--- src/rtl/mem_access.sv ---
// mem_access: memory-access stage of the 5-stage RV32 core.
// Runs one outstanding req/ack transaction to the data memory, aligns store
// lanes, extracts/extends load data and registers the writeback bundle.
// Optional feature macro: MISALIGN_EXC_EN (misaligned half/word ops raise
// misalign_o instead of being forced to an aligned access).
module mem_access #(
    parameter int ADDR_W = 32,
    parameter int DATA_W = 32
) (
    input  logic              clk,
    input  logic              rst,
    input  logic              valid_i,
    input  logic              flush_i,
    input  logic              mem_rd_i,
    input  logic              mem_wr_i,
    input  logic [1:0]        mem_size_i,
    input  logic              mem_unsigned_i,
    input  logic [31:0]       addr_i,
    input  logic [DATA_W-1:0] wdata_i,
    input  logic [4:0]        rd_i,
    input  logic              wreg_i,
    output logic              dm_req_o,
    output logic              dm_we_o,
    output logic [ADDR_W-1:0] dm_addr_o,
    output logic [DATA_W-1:0] dm_wdata_o,
    output logic [3:0]        dm_be_o,
    input  logic              dm_ack_i,
    input  logic [DATA_W-1:0] dm_rdata_i,
    output logic              wb_valid_o,
    output logic              wb_wreg_o,
    output logic [4:0]        wb_rd_o,
    output logic [DATA_W-1:0] wb_data_o,
`ifdef MISALIGN_EXC_EN
    output logic              misalign_o,
`endif
    output logic              stallreq_o
);

    typedef enum logic [0:0] {IDLE = 1'b0, BUSY = 1'b1} state_t;

    state_t      state, state_next;
    logic        is_mem;
    logic        accept;
    logic        done;
    logic        op_load;
    logic [1:0]  op_size;
    logic        op_uns;
    logic [1:0]  op_off;
    logic [4:0]  op_rd;
    logic        op_wreg;
    logic        flush_pend;
    logic [1:0]  cur_off;

    // Byte offset inside the word; half/word offsets are forced aligned.
    function automatic logic [1:0] lane_off(input logic [1:0] size, input logic [1:0] a);
        case (size)
            2'b00:   lane_off = a;
            2'b01:   lane_off = {a[1], 1'b0};
            default: lane_off = 2'b00;
        endcase
    endfunction

    function automatic logic [3:0] lane_be(input logic [1:0] size, input logic [1:0] off);
        case (size)
            2'b00:   lane_be = 4'b0001 << off;
            2'b01:   lane_be = 4'b0011 << off;
            default: lane_be = 4'b1111;
        endcase
    endfunction

    // Replicate the store operand across all lanes so any be pattern picks it up.
    function automatic logic [31:0] lane_data(input logic [1:0] size, input logic [31:0] d);
        case (size)
            2'b00:   lane_data = {4{d[7:0]}};
            2'b01:   lane_data = {2{d[15:0]}};
            default: lane_data = d;
        endcase
    endfunction

    function automatic logic [31:0] load_ext(input logic [1:0] size, input logic uns,
                                             input logic [1:0] off, input logic [31:0] rdata);
        logic [31:0] sh;
        sh = rdata >> {off, 3'b000};
        case (size)
            2'b00:   load_ext = {{24{sh[7] & ~uns}}, sh[7:0]};
            2'b01:   load_ext = {{16{sh[15] & ~uns}}, sh[15:0]};
            default: load_ext = rdata;
        endcase
    endfunction

`ifdef MISALIGN_EXC_EN
    function automatic logic is_misaligned(input logic [1:0] size, input logic [1:0] a);
        case (size)
            2'b00:   is_misaligned = 1'b0;
            2'b01:   is_misaligned = a[0];
            default: is_misaligned = (a != 2'b00);
        endcase
    endfunction

    logic misaligned;
    assign misaligned = is_misaligned(mem_size_i, addr_i[1:0]);
    assign accept     = (state == IDLE) & is_mem & ~flush_i & ~misaligned;
    // A rejected misaligned op never holds the pipeline.
    assign stallreq_o = is_mem & ~done & ~((state == IDLE) & misaligned);
`else
    assign accept     = (state == IDLE) & is_mem & ~flush_i;
    assign stallreq_o = is_mem & ~done;
`endif

    assign is_mem  = valid_i & (mem_rd_i | mem_wr_i);
    assign done    = (state == BUSY) & dm_ack_i & dm_req_o;
    assign cur_off = lane_off(mem_size_i, addr_i[1:0]);

    // State register.
    always_ff @(posedge clk or posedge rst) begin
        if (rst) begin
            state <= IDLE;
        end else begin
            state <= state_next;
        end
    end

    // Next-state: IDLE accepts a memory op, BUSY waits for the ack.
    always_comb begin
        state_next = state;
        case (state)
            IDLE: begin
                if (accept) begin
                    state_next = BUSY;
                end else begin
                    state_next = IDLE;
                end
            end
            BUSY: begin
                if (done) begin
                    state_next = IDLE;
                end else begin
                    state_next = BUSY;
                end
            end
            default: state_next = IDLE;
        endcase
    end

    // Bus request, latched op context and registered writeback bundle.
    always_ff @(posedge clk or posedge rst) begin
        if (rst) begin
            dm_req_o   <= 1'b0;
            dm_we_o    <= 1'b0;
            dm_addr_o  <= {ADDR_W{1'b0}};
            dm_wdata_o <= {DATA_W{1'b0}};
            dm_be_o    <= 4'b0000;
            wb_valid_o <= 1'b0;
            wb_wreg_o  <= 1'b0;
            wb_rd_o    <= 5'd0;
            wb_data_o  <= {DATA_W{1'b0}};
            op_load    <= 1'b0;
            op_size    <= 2'b00;
            op_uns     <= 1'b0;
            op_off     <= 2'b00;
            op_rd      <= 5'd0;
            op_wreg    <= 1'b0;
            flush_pend <= 1'b0;
`ifdef MISALIGN_EXC_EN
            misalign_o <= 1'b0;
`endif
        end else begin
            wb_valid_o <= 1'b0;
`ifdef MISALIGN_EXC_EN
            misalign_o <= 1'b0;
`endif
            case (state)
                IDLE: begin
                    if (accept) begin
                        dm_req_o   <= 1'b1;
                        dm_we_o    <= mem_wr_i;
                        dm_addr_o  <= {addr_i[ADDR_W-1:2], 2'b00};
                        dm_wdata_o <= lane_data(mem_size_i, wdata_i);
                        dm_be_o    <= lane_be(mem_size_i, cur_off);
                        op_load    <= mem_rd_i;
                        op_size    <= mem_size_i;
                        op_uns     <= mem_unsigned_i;
                        op_off     <= cur_off;
                        op_rd      <= rd_i;
                        op_wreg    <= wreg_i;
                        flush_pend <= 1'b0;
                    end else if (valid_i & ~is_mem) begin
                        wb_valid_o <= ~flush_i;
                        wb_wreg_o  <= wreg_i;
                        wb_rd_o    <= rd_i;
                        wb_data_o  <= addr_i;
                    end else begin
`ifdef MISALIGN_EXC_EN
                        misalign_o <= is_mem & ~flush_i & misaligned;
`endif
                        flush_pend <= 1'b0;
                    end
                end
                BUSY: begin
                    if (done) begin
                        dm_req_o   <= 1'b0;
                        dm_we_o    <= 1'b0;
                        wb_valid_o <= op_load & ~flush_pend & ~flush_i;
                        wb_wreg_o  <= op_load & op_wreg;
                        wb_rd_o    <= op_rd;
                        flush_pend <= 1'b0;
                        if (op_load) begin
                            wb_data_o <= load_ext(op_size, op_uns, op_off, dm_rdata_i);
                        end else begin
                            wb_data_o <= wb_data_o;
                        end
                    end else begin
                        flush_pend <= flush_pend | flush_i;
                    end
                end
                default: begin
                    dm_req_o <= 1'b0;
                end
            endcase
        end
    end

endmodule

--- config.mk ---
export PLATFORM = sky130hd
export DESIGN_NAME = mem_access
export DESIGN_NICKNAME = d
export VERILOG_FILES = /design/src/rtl/mem_access.sv
export SDC_FILE = /design/constraint.sdc
export NUM_CORES = 1
export LEC_CHECK = 0
export ABC_AREA = 1
export CORE_MARGIN = 4
export CORE_UTILIZATION = 45
export CTS_CLUSTER_SIZE = 12
export DETAILED_ROUTE_END_ITERATION = 8
export PLACE_DENSITY_LB_ADDON = 0.25
export SLEW_MARGIN = 20
export SYNTH_ARGS = -nofsm -noshare
export SYNTH_HDL_FRONTEND = slang
export SYNTH_SLANG_ARGS = --single-unit
--- constraint.sdc ---
create_clock -name clk -period 5.3 [get_ports clk]
set_clock_uncertainty 0.15 [all_clocks]
set_input_delay 0.53 -clock clk [delete_from_list [all_inputs] [get_ports clk]]
set_output_delay 0.53 -clock clk [all_outputs]
set_load 0.01 [all_outputs]
==> impl_metrics.ini, run 1 <==
[outcome]
status = completed

[grt]
grt_max_degree = 85
grt_first_pass_wirelength_um = 28700
grt_overflow = 0
grt.total_usage = 0.241
grt_pass1_vias = 5637
antenna_found_initial = 1

[synthesis]
ys_top_cells_by_count = 272 x nand2_1, 121 x dfrtp_1, 85 x a21oi_1, 81 x o21ai_0, 49 x inv_1
synth-seq-cells = 121
synth_cells = 772
yosys.area.top_type = dfrtp_1
synth_area_um2 = 5950
ys_warn_count = 0
synth.most_common_cell = nand2_1
synth-edff-count = 0
yosysTopAreaCellShare = 0.509
async_reset_ff_frac = 1.00
synthFlopType = dfrtp_1
synth-seq-area-share = 0.509
synthTopCellsByArea = dfrtp_1 51%, nand2_1 17%, a21oi_1 7.1%
synth_cell_types = 28
avgSynthCellArea_um2 = 7.71

[worst_setup_path]
critPathKind = input port to register
crit_required_ns = 5.41
arrival_ns = 2.94
path_max_fanout = 20
critPathLaunchType = input port
end_kind = register

[floorplanning]
io_pins = 222
die_w_um = 123
die_area_um2 = 15100
start_util = 0.466
core_area_um2 = 12800
row_count = 41
die_h_um = 123

[place]
dp.cells = 1122
gp_congestion = 0.897
place_ws_ns = 2.07
postPlaceCellArea_um2 = 8150
numPortBuffers = 219
dp_hpwl_um = 12900

[final_layout]
num-fill-cells = 1044
stdcell_count = 1155
nets = 1081
fin_util = 0.688
syn_to_final_growth_pct = 47.7
layout-drive-gt1-share = 0.0540
postLayoutCellArea_um2 = 8790

[clock_tree]
ctsHtreeMaxLevel = 4
cts.sinks = 121
clkTransAtPathRegs_ns = 0.05
clock_path_buffers = 2
clock_latency_ns = 0.40
cts_buffers = 17
cts.repair.resized = 0
ctsHoldBuffers = 0
post_cts_buffers = 0
cts_root_buf = clkbuf_16
cts_tree = yes

[route]
num_vias = 5874
wl_per_cell_um = 15.7
drtAntennaViolNets = 0
drt_wl_total_um = 18100
drc = 0
drtPass1Iterations = 5
drtIter0Drc = 473
via_per_inst = 5.09

[power]
p_leak_nw = 4.14
ir_drop_v = 0.000276
total_power_mw = 5.19
p_per_area_nw_per_um2 = 591

[timing]
period_minus_slack_ns = 2.83
hold_violations = 0
max_freq_mhz = 353
maxSlewHeadroom = 0.344
setup_ws_ns = 2.47
fin_hold_ws_ns = 0.328
fin_crit_sh = 0.534
rsz0062_at_grt = no
final.setup.tns_ns = 0
worstMarginPinSlew_ns = 0.984
finalSetupViolations = 0
slew_viol_final = 0

[run]
drv_cap = 0

[min_path]
hp-class = register to register
## layer usage
metal / wire length (µm) / vias up / share of wire / GRT usage
li1: - / 2896 / - / -
met1: 7990 / 2723 / 0.44 / 0.335
met2: 8530 / 231 / 0.47 / 0.369
met3: 1300 / 22 / 0.072 / 0.0608
met4: 291 / 2 / 0.016 / 0.0851
met5: 8 / - / 0.00044 / 0
## where the power goes
part	switching (mW)	internal [mW]
Sequential	0.313	1.37
Clock	0.408	0.822
Combinational	1.16	1.12
Total	1.88	3.31
## cells in the final DEF, fill, tap and decap left out
cell / instances
a21oi_1: 85
a21oi_4: 1
a31oi_1: 6
buf_4: 4
bufinv_16: 4
clkbuf_16: 17
clkbuf_8: 3
clkdlybuf4s50_1: 219
clkinv_1: 2
clkinv_2: 5
clkinv_4: 1
clkinvlp_4: 1
conb_1: 2
dfrtp_1: 121
diode_2: 1
inv_1: 48
inv_2: 6
inv_4: 2
inv_6: 1
nand2_1: 272
nand2_2: 2
nand3_1: 33
nand3_4: 4
nand4_1: 10
nor2_1: 40
nor2_2: 1
nor2_4: 1
o211a_1: 1
o211ai_1: 2
o21a_1: 4
o21ai_0: 81
o21ai_1: 1
o22ai_1: 1
o31ai_1: 1
## final timing paths
| path | startpoint | cells past startpoint | to | slack [ns] |
|---|---|---|---|---|
| setup reg to reg | state$_DFF_PP0_ | 6 | dm_be_o[3]$_DFFE_PP0P_ | 2.75 |
| max in group asynchronous | rst | 3 | wb_data_o[30]$_DFFE_PP0P_ | 3.72 |
| min in group asynchronous | rst | 2 | dm_addr_o[8]$_DFFE_PP0P_ | 0.36 |
| setup / recovery | mem_size_i[1] | 8 | dm_wdata_o[9]$_DFFE_PP0P_ | 2.47 |
| hold reg to reg | wb_data_o[0]$_DFFE_PP0P_ | 2 | wb_data_o[0]$_DFFE_PP0P_ | 0.33 |
| hold / removal | wb_data_o[0]$_DFFE_PP0P_ | 2 | wb_data_o[0]$_DFFE_PP0P_ | 0.33 |
## cells by family (layout without fill, tap and decap cells)
logic type | after synthesis | count (layout) | synth area share
AO/OA/AOI/OAI | 183 | 183 | 0.161
buffers and inverters | 104 | 313 | 0.0803
flip-flops | 121 | 121 | 0.509
other | 1 | 3 | 0.000630
AND/OR/NAND/NOR | 363 | 363 | 0.250
## worst max-delay path, stage by stage
cell,delay (ns)
clkdlybuf4s50_1,0.93
clkinv_1,0.57
nand2_1,0.18
clkinv_1,0.27
nand2_1,0.15
nand2_1,0.07
a21oi_1,0.13
o21ai_0,0.09
## registers in the layout (all words and copies together) (netlist names)
register	cells
dm_wdata_o	32
state	1
op_uns	1
flush_pend	1
op_size	2
dm_addr_o	30
dm_we_o	1
op_rd	5
op_off	2
dm_req_o	1
dm_be_o	4
wb_data_o	32
op_wreg	1
op_load	1
wb_rd_o	5
wb_wreg_o	1
wb_valid_o	1
## area by class of cell
type,instances,area (µm²),share of cell area
multi-input combinational,548,2460,0.280
clock inverter,12,170,0.0194
sequential,121,3030,0.344
inverter,58,223,0.0253
antenna,1,2.50,0.000285
clock buffer,20,467,0.0531
timing repair buffer,223,2220,0.253
tap,172,215,0.0245
(Power assumes the default switching activity.)
==> run 2, diff against run 1 <==
CORE_UTILIZATION = 40   (was 45)
clock period = 2.6 ns   (was 5.3 ns; I/O delays follow)
==> run 2 against run 1 <==
Effect of this change: die area rose by 12%; via count fell by 0.41%; setup slack got worse by 2.1 ns; critical path type is now register to primary output; largest cell class unchanged.
==> impl_metrics.ini, run 2 (same netlist as run 1, synthesis figures left out) <==
[clock_tree]
post_cts_buffers = 0
cts.repair.resized = 0
clkTransAtPathRegs_ns = 0.06
ctsHoldBuffers = 0
clock_path_buffers = 2
cts_root_buf = clkbuf_16
cts_buffers = 17
cts_tree = yes
clock_latency_ns = 0.41
ctsHtreeMaxLevel = 4
cts.sinks = 121

[timing]
finalSetupViolations = 0
fin_hold_ws_ns = 0.194
final.setup.tns_ns = 0
fin_crit_sh = 0.861
period_minus_slack_ns = 2.24
worstMarginPinSlew_ns = 0.893
hold_violations = 0
setup_ws_ns = 0.362
maxSlewHeadroom = 0.404
max_freq_mhz = 447
slew_viol_final = 0
rsz0062_at_grt = no

[run]
drv_cap = 0

[grt]
grt_overflow = 0
grt.total_usage = 0.220
grt_first_pass_wirelength_um = 29500
grt_pass1_vias = 5797
grt_max_degree = 122
antenna_found_initial = 0

[worst_setup_path]
end_kind = primary output
crit_required_ns = 2.19
critPathLaunchType = register
critPathKind = register to primary output
path_max_fanout = 10
arrival_ns = 1.83

[floorplanning]
core_area_um2 = 14500
row_count = 44
die_area_um2 = 16900
start_util = 0.410
die_w_um = 130
die_h_um = 130
io_pins = 222

[final_layout]
stdcell_count = 1170
antenna_cells = 0
layout_common_cells = 272 x nand2_1, 219 x clkdlybuf4s50_1, 121 x dfrtp_1
syn_to_final_growth_pct = 49.6
layout-drive-gt1-share = 0.0568
layout_commonest_cell = nand2_1
top_regs = dm_wdata_o x32, wb_data_o x32, dm_addr_o x30
nets = 1085

[place]
dp.cells = 1138
dp_hpwl_um = 13000
gp_congestion = 0.889
place_ws_ns = 0.216
numPortBuffers = 219

[route]
drtPass1Iterations = 4
via_per_inst = 5.00
num_vias = 5850
wl_per_cell_um = 15.7
drc = 0
drt_wl_total_um = 18300
drtAntennaViolNets = 0
drtIter0Drc = 359

[outcome]
status = completed

[power]
p_leak_nw = 4.18
p_per_area_nw_per_um2 = 1210
total_power_mw = 10.8
ir_drop_v = 0.000500

[min_path]
hp-class = input port to async pin
[run 2: cell count changes in the layout (fill, tap and decap cells not counted)]
cell / before / now
clkinv_2: 5 / 2
buf_12: 0 / 2
buf_4: 4 / 6
bufinv_16: 4 / 6
clkbuf_1: 0 / 1
clkinvlp_4: 1 / 2
diode_2: 1 / 0
inv_4: 2 / 1
[run 2: metal layers]
layer  GRT usage  vias to the layer above  wire (µm)
met2       0.346                      192       8630
met3      0.0467                       25       1100
met4      0.0819                        0        372
met1       0.302                     2732       8240
met5           0                        -          0
li1            -                     2901          -
[run 2: power breakdown]
| part | switching, mW | internal, mW |
|---|---|---|
| combinational | 2.40 | 2.31 |
| clock | 0.853 | 1.88 |
| sequential | 0.590 | 2.79 |
[run 2: final timing paths]
check / startpoint / depth (start not counted) / end / slack, ns
max: state$_DFF_PP0_ / 4 / stallreq_o / 0.36
min: rst / 3 / wb_rd_o[4]$_DFFE_PP0P_ / 0.19
max reg2reg: state$_DFF_PP0_ / 8 / wb_data_o[29]$_DFFE_PP0P_ / 0.37
min reg2reg: dm_addr_o[3]$_DFFE_PP0P_ / 2 / dm_addr_o[3]$_DFFE_PP0P_ / 0.32
max in group asynchronous: rst / 3 / dm_wdata_o[6]$_DFFE_PP0P_ / 1.51
min in group clk: rd_i[3] / 3 / op_rd[3]$_DFFE_PP0P_ / 0.26
[run 2: critical path, stage by stage, from the launching register on]
cell and delay, ns:
dfrtp_1 0.54, nand3_4 0.19, inv_2 0.06, nor2_1 0.10
clkdlybuf4s50_1 0.54
[run 2: through the flow]
stage          area (µm²)   util
2_1_floorplan        5960      -
3_3_place_gp         8220  0.566
3_5_place_dp         8220  0.566
4_1_cts              8910  0.613
5_1_grt              8910  0.613
6_report             8910  0.613
[run 2: layout make-up]
class,instances,area (µm²)
Multi-Input combinational cell,548,2460
Timing Repair Buffer,227,2280
Sequential cell,121,3030
Inverter,58,224
Clock buffer,21,470
Clock inverter,11,215
Fill cell,1337,5620
Tap cell,184,230
